--- src/rtl/bt_update_gen_if.sv ---
// BTUpdate producer bundle: resolved-branch inputs from the branch unit and the
// BTUpdate / status outputs towards the branch target buffer.
interface bt_update_gen_if #(
    parameter int FETCH_OFF_W = 3,
    parameter int DROP_CNT_W  = 16
);
    logic                   IN_res_valid;
    logic [31:0]            IN_res_pc;
    logic [31:0]            IN_res_dst;
    logic [1:0]             IN_res_btype;
    logic                   IN_res_compr;
    logic                   IN_res_taken;
    logic                   IN_res_notBranch;
    logic                   IN_res_btbHit;
    logic [FETCH_OFF_W-1:0] IN_res_fetchOffs;
    logic                   IN_res_prevValid;
    logic [FETCH_OFF_W-1:0] IN_res_prevOffs;

    logic                   OUT_btu_valid;
    logic                   OUT_btu_clean;
    logic                   OUT_btu_multiple;
    logic [FETCH_OFF_W-1:0] OUT_btu_multOffs;
    logic [FETCH_OFF_W-1:0] OUT_btu_fetchOffs;
    logic [31:0]            OUT_btu_src;
    logic [31:0]            OUT_btu_dst;
    logic [1:0]             OUT_btu_btype;
    logic                   OUT_btu_compr;
    logic                   OUT_ready;
    logic [DROP_CNT_W-1:0]  OUT_dropCnt;

    // Update generator side
    modport master (
        input  IN_res_valid, IN_res_pc, IN_res_dst, IN_res_btype, IN_res_compr,
               IN_res_taken, IN_res_notBranch, IN_res_btbHit, IN_res_fetchOffs,
               IN_res_prevValid, IN_res_prevOffs,
        output OUT_btu_valid, OUT_btu_clean, OUT_btu_multiple, OUT_btu_multOffs,
               OUT_btu_fetchOffs, OUT_btu_src, OUT_btu_dst, OUT_btu_btype,
               OUT_btu_compr, OUT_ready, OUT_dropCnt
    );

    // Branch unit / BTB side
    modport slave (
        output IN_res_valid, IN_res_pc, IN_res_dst, IN_res_btype, IN_res_compr,
               IN_res_taken, IN_res_notBranch, IN_res_btbHit, IN_res_fetchOffs,
               IN_res_prevValid, IN_res_prevOffs,
        input  OUT_btu_valid, OUT_btu_clean, OUT_btu_multiple, OUT_btu_multOffs,
               OUT_btu_fetchOffs, OUT_btu_src, OUT_btu_dst, OUT_btu_btype,
               OUT_btu_compr, OUT_ready, OUT_dropCnt
    );
endinterface

--- src/rtl/bt_update_gen.sv ---
// Classifies resolved branches into BTB insert/clean updates, queues them and
// issues at most one per cycle after the BTB's reset sweep.
module bt_update_gen #(
    parameter int BTB_ENTRIES = 1024,
    parameter int FIFO_DEPTH  = 4,
    parameter int FETCH_OFF_W = 3,
    parameter int DROP_CNT_W  = 16
) (
    input  logic          clk,
    input  logic          rst_n,
    bt_update_gen_if.master bus
);

    localparam int PTR_W = (FIFO_DEPTH > 1) ? $clog2(FIFO_DEPTH) : 1;
    localparam int CNT_W = $clog2(FIFO_DEPTH + 1);
    localparam int WU_W  = $clog2(BTB_ENTRIES) + 1;

    // Leave WARMUP on the edge where the counter reaches BTB_ENTRIES-1
    localparam logic [WU_W-1:0]  WU_LAST  = (BTB_ENTRIES > 1) ? WU_W'(BTB_ENTRIES - 2) : '0;
    localparam logic [PTR_W-1:0] PTR_MAX  = PTR_W'(FIFO_DEPTH - 1);
    localparam logic [CNT_W-1:0] CNT_FULL = CNT_W'(FIFO_DEPTH);

    typedef enum logic [1:0] {
        ST_WARMUP,
        ST_RUN,
        ST_BUBBLE
    } state_t;

    typedef struct packed {
        logic                   clean;
        logic                   multiple;
        logic [FETCH_OFF_W-1:0] mult_offs;
        logic [FETCH_OFF_W-1:0] fetch_offs;
        logic [31:0]            src;
        logic [31:0]            dst;
        logic [1:0]             btype;
        logic                   compr;
    } entry_t;

    state_t                state_q;
    logic [WU_W-1:0]       wu_cnt_q;
    logic [PTR_W-1:0]      wr_ptr_q;
    logic [PTR_W-1:0]      rd_ptr_q;
    logic [CNT_W-1:0]      count_q;
    logic [CNT_W-1:0]      count_d;
    logic [DROP_CNT_W-1:0] drop_cnt_q;
    logic                  ready_q;
    logic                  valid_q;
    entry_t                out_q;
    entry_t                mem_q [FIFO_DEPTH];

    entry_t ev_entry;
    entry_t head;
    logic   ev_valid;
    logic   full;
    logic   empty;
    logic   pop;
    logic   push;
    logic   drop;

    function automatic logic [PTR_W-1:0] ptr_inc(input logic [PTR_W-1:0] p);
        return (p == PTR_MAX) ? '0 : p + PTR_W'(1);
    endfunction

    always_comb begin
        ev_entry = '0;
        ev_valid = 1'b0;
        if (bus.IN_res_valid) begin
            if (bus.IN_res_notBranch && bus.IN_res_btbHit) begin
                ev_valid            = 1'b1;
                ev_entry.clean      = 1'b1;
                ev_entry.src        = bus.IN_res_pc;
                ev_entry.fetch_offs = bus.IN_res_fetchOffs;
            end else if (bus.IN_res_taken && !bus.IN_res_btbHit) begin
                ev_valid            = 1'b1;
                ev_entry.src        = bus.IN_res_pc;
                ev_entry.dst        = bus.IN_res_dst;
                ev_entry.btype      = bus.IN_res_btype;
                ev_entry.compr      = bus.IN_res_compr;
                ev_entry.fetch_offs = bus.IN_res_fetchOffs;
                // An earlier predicted branch shares the package: it gets the multiple flag
                if (bus.IN_res_prevValid && (bus.IN_res_prevOffs < bus.IN_res_pc[FETCH_OFF_W:1])) begin
                    ev_entry.multiple  = 1'b1;
                    ev_entry.mult_offs = bus.IN_res_prevOffs + FETCH_OFF_W'(1);
                end
            end
        end
    end

    assign full  = (count_q == CNT_FULL);
    assign empty = (count_q == '0);

    // An empty queue forwards the incoming event straight to the output register
    assign head = empty ? ev_entry : mem_q[rd_ptr_q];
    assign pop  = (state_q == ST_RUN) && (!empty || ev_valid);
    assign push = ev_valid && (!full || pop);
    assign drop = ev_valid && !push;

    always_comb begin
        count_d = count_q;
        case ({push, pop})
            2'b10:   count_d = count_q + CNT_W'(1);
            2'b01:   count_d = count_q - CNT_W'(1);
            default: count_d = count_q;
        endcase
    end

    always_ff @(posedge clk) begin
        if (push) begin
            mem_q[wr_ptr_q] <= ev_entry;
        end
    end

    always_ff @(posedge clk or negedge rst_n) begin
        if (!rst_n) begin
            state_q    <= ST_WARMUP;
            wu_cnt_q   <= '0;
            wr_ptr_q   <= '0;
            rd_ptr_q   <= '0;
            count_q    <= '0;
            drop_cnt_q <= '0;
            ready_q    <= 1'b0;
            valid_q    <= 1'b0;
            out_q      <= '0;
        end else begin
            count_q <= count_d;
            if (push) begin
                wr_ptr_q <= ptr_inc(wr_ptr_q);
            end
            if (pop) begin
                rd_ptr_q <= ptr_inc(rd_ptr_q);
                out_q    <= head;
            end
            valid_q <= pop;
            if (drop && (drop_cnt_q != '1)) begin
                drop_cnt_q <= drop_cnt_q + DROP_CNT_W'(1);
            end
            ready_q <= (state_q != ST_WARMUP) && !full;

            case (state_q)
                ST_WARMUP: begin
                    wu_cnt_q <= wu_cnt_q + WU_W'(1);
                    if (wu_cnt_q >= WU_LAST) begin
                        state_q <= ST_RUN;
                    end
                end
                ST_RUN: begin
                    // Give the BTB one idle slot to commit its cached multiple write
                    if (pop && head.multiple) begin
                        state_q <= ST_BUBBLE;
                    end
                end
                ST_BUBBLE: state_q <= ST_RUN;
                default:   state_q <= ST_WARMUP;
            endcase
        end
    end

    assign bus.OUT_btu_valid     = valid_q;
    assign bus.OUT_btu_clean     = out_q.clean;
    assign bus.OUT_btu_multiple  = out_q.multiple;
    assign bus.OUT_btu_multOffs  = out_q.mult_offs;
    assign bus.OUT_btu_fetchOffs = out_q.fetch_offs;
    assign bus.OUT_btu_src       = out_q.src;
    assign bus.OUT_btu_dst       = out_q.dst;
    assign bus.OUT_btu_btype     = out_q.btype;
    assign bus.OUT_btu_compr     = out_q.compr;
    assign bus.OUT_ready         = ready_q;
    assign bus.OUT_dropCnt       = drop_cnt_q;

endmodule
--- src/flat_wrapper.sv ---
// flat-port wrapper written by rule: the top's interface ports become plain ports
module bt_update_gen_flat 
#(
    parameter int BTB_ENTRIES = 1024,
    parameter int FIFO_DEPTH  = 4,
    parameter int FETCH_OFF_W = 3,
    parameter int DROP_CNT_W  = 16
)
  (clk, rst_n, bus_IN_res_valid, bus_IN_res_pc, bus_IN_res_dst, bus_IN_res_btype, bus_IN_res_compr, bus_IN_res_taken, bus_IN_res_notBranch, bus_IN_res_btbHit, bus_IN_res_fetchOffs, bus_IN_res_prevValid, bus_IN_res_prevOffs, bus_OUT_btu_valid, bus_OUT_btu_clean, bus_OUT_btu_multiple, bus_OUT_btu_multOffs, bus_OUT_btu_fetchOffs, bus_OUT_btu_src, bus_OUT_btu_dst, bus_OUT_btu_btype, bus_OUT_btu_compr, bus_OUT_ready, bus_OUT_dropCnt);
  bt_update_gen_if #(.FETCH_OFF_W(FETCH_OFF_W), .DROP_CNT_W(DROP_CNT_W)) bus_i ();
  input  logic clk;
  input  logic rst_n;
  input wire logic [$bits(bus_i.IN_res_valid)-1:0] bus_IN_res_valid;
  input wire logic [$bits(bus_i.IN_res_pc)-1:0] bus_IN_res_pc;
  input wire logic [$bits(bus_i.IN_res_dst)-1:0] bus_IN_res_dst;
  input wire logic [$bits(bus_i.IN_res_btype)-1:0] bus_IN_res_btype;
  input wire logic [$bits(bus_i.IN_res_compr)-1:0] bus_IN_res_compr;
  input wire logic [$bits(bus_i.IN_res_taken)-1:0] bus_IN_res_taken;
  input wire logic [$bits(bus_i.IN_res_notBranch)-1:0] bus_IN_res_notBranch;
  input wire logic [$bits(bus_i.IN_res_btbHit)-1:0] bus_IN_res_btbHit;
  input wire logic [$bits(bus_i.IN_res_fetchOffs)-1:0] bus_IN_res_fetchOffs;
  input wire logic [$bits(bus_i.IN_res_prevValid)-1:0] bus_IN_res_prevValid;
  input wire logic [$bits(bus_i.IN_res_prevOffs)-1:0] bus_IN_res_prevOffs;
  output wire logic [$bits(bus_i.OUT_btu_valid)-1:0] bus_OUT_btu_valid;
  output wire logic [$bits(bus_i.OUT_btu_clean)-1:0] bus_OUT_btu_clean;
  output wire logic [$bits(bus_i.OUT_btu_multiple)-1:0] bus_OUT_btu_multiple;
  output wire logic [$bits(bus_i.OUT_btu_multOffs)-1:0] bus_OUT_btu_multOffs;
  output wire logic [$bits(bus_i.OUT_btu_fetchOffs)-1:0] bus_OUT_btu_fetchOffs;
  output wire logic [$bits(bus_i.OUT_btu_src)-1:0] bus_OUT_btu_src;
  output wire logic [$bits(bus_i.OUT_btu_dst)-1:0] bus_OUT_btu_dst;
  output wire logic [$bits(bus_i.OUT_btu_btype)-1:0] bus_OUT_btu_btype;
  output wire logic [$bits(bus_i.OUT_btu_compr)-1:0] bus_OUT_btu_compr;
  output wire logic [$bits(bus_i.OUT_ready)-1:0] bus_OUT_ready;
  output wire logic [$bits(bus_i.OUT_dropCnt)-1:0] bus_OUT_dropCnt;
  assign bus_i.IN_res_valid = bus_IN_res_valid;
  assign bus_i.IN_res_pc = bus_IN_res_pc;
  assign bus_i.IN_res_dst = bus_IN_res_dst;
  assign bus_i.IN_res_btype = bus_IN_res_btype;
  assign bus_i.IN_res_compr = bus_IN_res_compr;
  assign bus_i.IN_res_taken = bus_IN_res_taken;
  assign bus_i.IN_res_notBranch = bus_IN_res_notBranch;
  assign bus_i.IN_res_btbHit = bus_IN_res_btbHit;
  assign bus_i.IN_res_fetchOffs = bus_IN_res_fetchOffs;
  assign bus_i.IN_res_prevValid = bus_IN_res_prevValid;
  assign bus_i.IN_res_prevOffs = bus_IN_res_prevOffs;
  assign bus_OUT_btu_valid = bus_i.OUT_btu_valid;
  assign bus_OUT_btu_clean = bus_i.OUT_btu_clean;
  assign bus_OUT_btu_multiple = bus_i.OUT_btu_multiple;
  assign bus_OUT_btu_multOffs = bus_i.OUT_btu_multOffs;
  assign bus_OUT_btu_fetchOffs = bus_i.OUT_btu_fetchOffs;
  assign bus_OUT_btu_src = bus_i.OUT_btu_src;
  assign bus_OUT_btu_dst = bus_i.OUT_btu_dst;
  assign bus_OUT_btu_btype = bus_i.OUT_btu_btype;
  assign bus_OUT_btu_compr = bus_i.OUT_btu_compr;
  assign bus_OUT_ready = bus_i.OUT_ready;
  assign bus_OUT_dropCnt = bus_i.OUT_dropCnt;
  bt_update_gen #(.BTB_ENTRIES(BTB_ENTRIES), .FIFO_DEPTH(FIFO_DEPTH), .FETCH_OFF_W(FETCH_OFF_W), .DROP_CNT_W(DROP_CNT_W)) u_core (.clk(clk), .rst_n(rst_n), .bus(bus_i));
endmodule
--- config.mk ---
export PLATFORM = sky130hd
export DESIGN_NAME = bt_update_gen_flat
export DESIGN_NICKNAME = d
export VERILOG_FILES = /design/src/rtl/bt_update_gen_if.sv /design/src/rtl/bt_update_gen.sv /design/src/flat_wrapper.sv
export SDC_FILE = /design/constraint.sdc
export NUM_CORES = 1
export LEC_CHECK = 0
export ABC_CLOCK_PERIOD_IN_PS = 3700
export CAP_MARGIN = 20
export CORE_UTILIZATION = 57
export DETAILED_ROUTE_END_ITERATION = 8
export HOLD_SLACK_MARGIN = 0.06
export PLACE_DENSITY_LB_ADDON = 0.2
export SLEW_MARGIN = 30
export SYNTH_ARGS = -nofsm -noshare
export SYNTH_HDL_FRONTEND = slang
export SYNTH_SLANG_ARGS = --single-unit
export TNS_END_PERCENT = 10
--- constraint.sdc ---
create_clock -name clk -period 3.7 [get_ports clk]
set_input_delay 0.74 -clock clk [delete_from_list [all_inputs] [get_ports clk]]
set_output_delay 0.74 -clock clk [all_outputs]
set_load 0.05 [all_outputs]
==> impl.org <==
** Synth
- Biggest area consumer among synthesized cells :: sky130_fd_sc_hd__edfxtp_1
- Synthesized Nets :: roughly 1000
- For this run, the register share of the synthesized area comes to roughly 70%.
- Synthesis inferred 413 register bits.
- Averaged over all synthesized cells, the footprint is 18.4 um2.
- After synthesis, the netlist uses 52 different library cells.
- The cell count after synthesis came out at 920.
- The mapped netlist covers around 17000 um2.
- Dominant register cell in the synthesized netlist :: sky130_fd_sc_hd__edfxtp_1
- Number of warnings issued by yosys :: 0
- Area share of the largest cell type after synthesis :: 53.1%
- Leading post-synthesis cells by cell area :: sky130_fd_sc_hd__edfxtp_1, sky130_fd_sc_hd__dfrtp_1, sky130_fd_sc_hd__mux4_2
- Number of enable flip-flop cells after synthesis :: 300
- Post-synth ARST share :: 27.4%

** Place
- Routability congestion estimate from global placement :: about 0.76
- Port buffering added 172 buffers.
- The wire-length estimate of the detail-placed layout is 20200 um.

** Pwr
- Switching power share of the total :: 23.7%
- Combinational share of power :: between 10% and 20%
- Sequential cells account for around half of the total power.
- Of the total power, the clock network draws between 30% and 40%.
- Tot Pwr :: between 10 and 15 mW
- Internal Dissipation :: ~8.5 mW
- Areal power density over the cells :: 537 nW/um2
- Worst ir drop on vdd :: 0.394 mV
- The analysis attributes to cell leakage a power of ~7.5 nW.
- Switching component of the power :: around 2.6 mW

** Drt
- In the final routed layout, each cell accounts on average for about 22 um.
- The first detailed-routing pass took 5 iterations.
- Count of vias placed by the detailed router :: about 9000
- Starting DRT DRC Count :: 796
- Via/cell ratio :: 5.90
- In the routed design, unresolved DRC markers number 0.
- The count of nets left with antenna violations once routing finished came out at 0.
- Wires add up to approximately 34000 um.

** STA
- Setup repair after global routing left no endpoint under its margin.
- Headroom to the max-slew limit came out at between 40% and 50%.
- For the pin with the worst max-slew slack, the measured transition is just under 900 ps.
- Setup violations remaining at the end of the flow were counted as 0.
- Final-report max-slew violation count :: 0
- The routed design could run at a clock period as short as around 2700 ps.
- The hold violation total from the final report is 0.
- Achievable frequency :: approximately 0.37 GHz
- For the final database, setup skew stands at between 15 and 20 ps.
- Final worst-path cycle share :: 73.5%

** Worst setup path
- Maximum fanout encountered on the critical timing path :: 18
- The worst register-to-register path ends at u_core.bus.OUT_btu_dst[29].
- STA classifies the critical path startpoint as an input pin.
- STA puts the critical path data arrival time at about 3100 ps.
- The worst register-to-register path has a setup slack of between 1000 and 1500 ps.
- Worst Reg-to-Reg Cells :: 4
- Source of the worst register-to-register timing path :: u_core.rd_ptr_q[0]
- STA classifies the critical path endpoint as a flip-flop.
- Category of the critical setup timing path :: in2reg
- For the worst setup path, the data required time is just over 4000 ps.

** CTS
- CTS sink count :: between 400 and 500
- Clock-pin slew of the registers on the worst-case setup and hold paths :: about 60 ps
- Once the clock tree was built, the setup fixing pass inserted 0 buffers.
- Root Buffer Master :: sky130_fd_sc_hd__clkbuf_16
- The H-tree was split into 2 levels.
- Number of gates resized after cts :: 0
- TritonCTS built the clock tree.
- Number of buffers between clock root and the deepest sink :: 3
- At the later pin of the worst-skew pair, clock insertion delay measures 530 ps.
- Counting the buffers created by CTS gives 41.
- # hold bufs at CTS :: 0

** GRT
- Entering global routing, the biggest net connects 68 pins.
- Vias in the first global route :: 9485
- For this run, the total global-route usage over all layers was measured as a little under a quarter.
- Remaining global-route overflow :: 0
- Initial antenna violation count :: 1
- The first global-routing pass estimated 54400 um of wire.

** Worst hold path
- The min-delay analysis places its worst path in the category in2async.

** Floorplanning
- Total die area :: a little over 30000 um2
- Pin placement for this block handled 173 I/O pins.
- Floorplan row count :: slightly above 60
- The total area inside the core boundary comes to approximately 29000 um2.
- Chip width :: 175 um
- The floorplan step set the die height to about 170 um.
- The initial utilization of the core area, before any placement, comes to 58.5%.

** Layout
- Core occupancy in the finished layout :: 71.1%
- In the layout the commonest cells are sky130_fd_sc_hd__edfxtp_1, sky130_fd_sc_hd__clkdlybuf4s50_1, sky130_fd_sc_hd__mux2_2.
- For this run, the post-layout net count is around 1200.
- Most common library cell in the layout ignoring fill and taps :: sky130_fd_sc_hd__edfxtp_1
- P&R area growth vs syn :: 21.6%
- In the final layout, flip-flops and latches occupy roughly 12000 um2.
- In the final layout, the multi-input gates occupy about 4800 um2.
- Of the cells placed in the final design, the portion with a size suffix greater than 1 is 26.6%.
- Number of inserted filler cells in the final layout :: approximately 1900

** Outcome
- Outcome :: completed

** Run
- Max-cap violations in this run came to 0.
metal layers:
metal	up-vias	routed length [um]	track usage, %	part of all wire [%]
li1	3997	-	-	-
met1	4713	14800	33.1	43
met2	273	17100	38.4	50
met3	42	1730	3.74	5.1
met4	0	611	5.94	1.8
met5	-	0	0	0
state kept, by name, summed over array words and instances, names as in the netlist, 3 cells and up:
name	cells
u_core.bus.OUT_btu_dst	32
u_core.bus.OUT_btu_fetchOffs	3
u_core.bus.OUT_btu_multOffs	3
u_core.bus.OUT_btu_src	32
u_core.bus.OUT_dropCnt	16
u_core.count_q	3
u_core.mem_q	300
u_core.wu_cnt_q	11
worst max-delay path by stage:
stage / start / end / cells after the start
2_1_floorplan: bus_IN_res_btbHit / u_core.mem_q[0][0] / 4
3_3_place_gp: bus_IN_res_btbHit / u_core.count_q[2] / 8
3_5_place_dp: bus_IN_res_btbHit / u_core.count_q[2] / 8
4_1_cts: bus_IN_res_btbHit / u_core.count_q[2] / 8
5_1_grt: bus_IN_res_btbHit / u_core.count_q[2] / 8
6_report: bus_IN_res_btbHit / u_core.count_q[2] / 8
cell usage after synthesis (2+ instances only):
library cell and instances:
sky130_fd_sc_hd__buf_12 2, sky130_fd_sc_hd__o22ai_1 12, sky130_fd_sc_hd__nand4_1 7, sky130_fd_sc_hd__mux2_2 116, sky130_fd_sc_hd__nor4_1 3, sky130_fd_sc_hd__mux2i_1 2
sky130_fd_sc_hd__a2111oi_0 2, sky130_fd_sc_hd__ha_1 11, sky130_fd_sc_hd__xor2_1 15, sky130_fd_sc_hd__buf_6 3, sky130_fd_sc_hd__xnor2_1 13, sky130_fd_sc_hd__a2bb2oi_1 11
sky130_fd_sc_hd__buf_2 19, sky130_fd_sc_hd__or3_1 2, sky130_fd_sc_hd__a2111oi_1 2, sky130_fd_sc_hd__or2_2 3, sky130_fd_sc_hd__o21ai_0 3, sky130_fd_sc_hd__buf_4 3
sky130_fd_sc_hd__inv_1 15, sky130_fd_sc_hd__o31ai_1 4, sky130_fd_sc_hd__edfxtp_1 300, sky130_fd_sc_hd__buf_1 5, sky130_fd_sc_hd__dfrtp_1 113, sky130_fd_sc_hd__a21oi_1 2
sky130_fd_sc_hd__nand2_1 19, sky130_fd_sc_hd__clkbuf_1 19, sky130_fd_sc_hd__nand3_1 6, sky130_fd_sc_hd__nor2_1 18, sky130_fd_sc_hd__and2_1 35, sky130_fd_sc_hd__nor3_1 3
sky130_fd_sc_hd__and3_1 40, sky130_fd_sc_hd__mux2_4 10, sky130_fd_sc_hd__or4_1 2, sky130_fd_sc_hd__mux4_2 75, sky130_fd_sc_hd__a211oi_1 8
stage by stage:
step / std cells / setup TNS [ps] / worst slack [ps] / area, um2 / hold slack, ps
detailed placement: 1453 / 0 / 489 / 19300 / 454
global route: 1530 / 0 / 853 / 20600 / 304
global placement: 1453 / 0 / 560 / 19300 / 455
finish: 1530 / 0 / 981 / 20600 / 264
CTS: 1529 / 0 / 1030 / 20600 / 281
floorplan: 920 / -3100 / -13.8 / 17000 / 434
layout make-up:
cell class | count | share of cell area [%]
sequential | 413 | 57.4
multi-input combinational | 440 | 23.4
timing repair buffer | 201 | 10.2
clock buffer | 64 | 5.84
tap | 384 | 2.33
clock inverter | 12 | 0.570
inverter | 15 | 0.273
antenna | 1 | 0.0121
worst max-delay path, stage by stage:
cell and delay, ps:
sky130_fd_sc_hd__clkdlybuf4s50_1 510, sky130_fd_sc_hd__mux2_2 490, sky130_fd_sc_hd__a211oi_1 420, sky130_fd_sc_hd__inv_1 100
sky130_fd_sc_hd__fa_1 390, sky130_fd_sc_hd__nor3_1 200, sky130_fd_sc_hd__a22oi_1 110, sky130_fd_sc_hd__xnor2_1 160
power by group through the flow:
| stage | Sequential [mW] | Clock (mW) | Combinational (mW) |
|---|---|---|---|
| finish | 5.56 | 4.05 | 1.48 |
| global route | 5.60 | 4.30 | 1.59 |
| detailed placement | 5.65 | 0 | 1.49 |
| global placement | 5.63 | 0 | 1.47 |
| CTS | 5.57 | 4.12 | 1.50 |
| floorplan | 5.76 | 0 | 0.806 |
cells by family after synthesis:
logic type / synth area share [%]
xor+xnor: 1.45
simple gates: 4.96
mux: 18.7
fa+ha+maj: 0.929
buf+inv: 2.02
flops: 69.8
compound gates: 2.20
No activity file was read; power rests on OpenSTA's default activity.
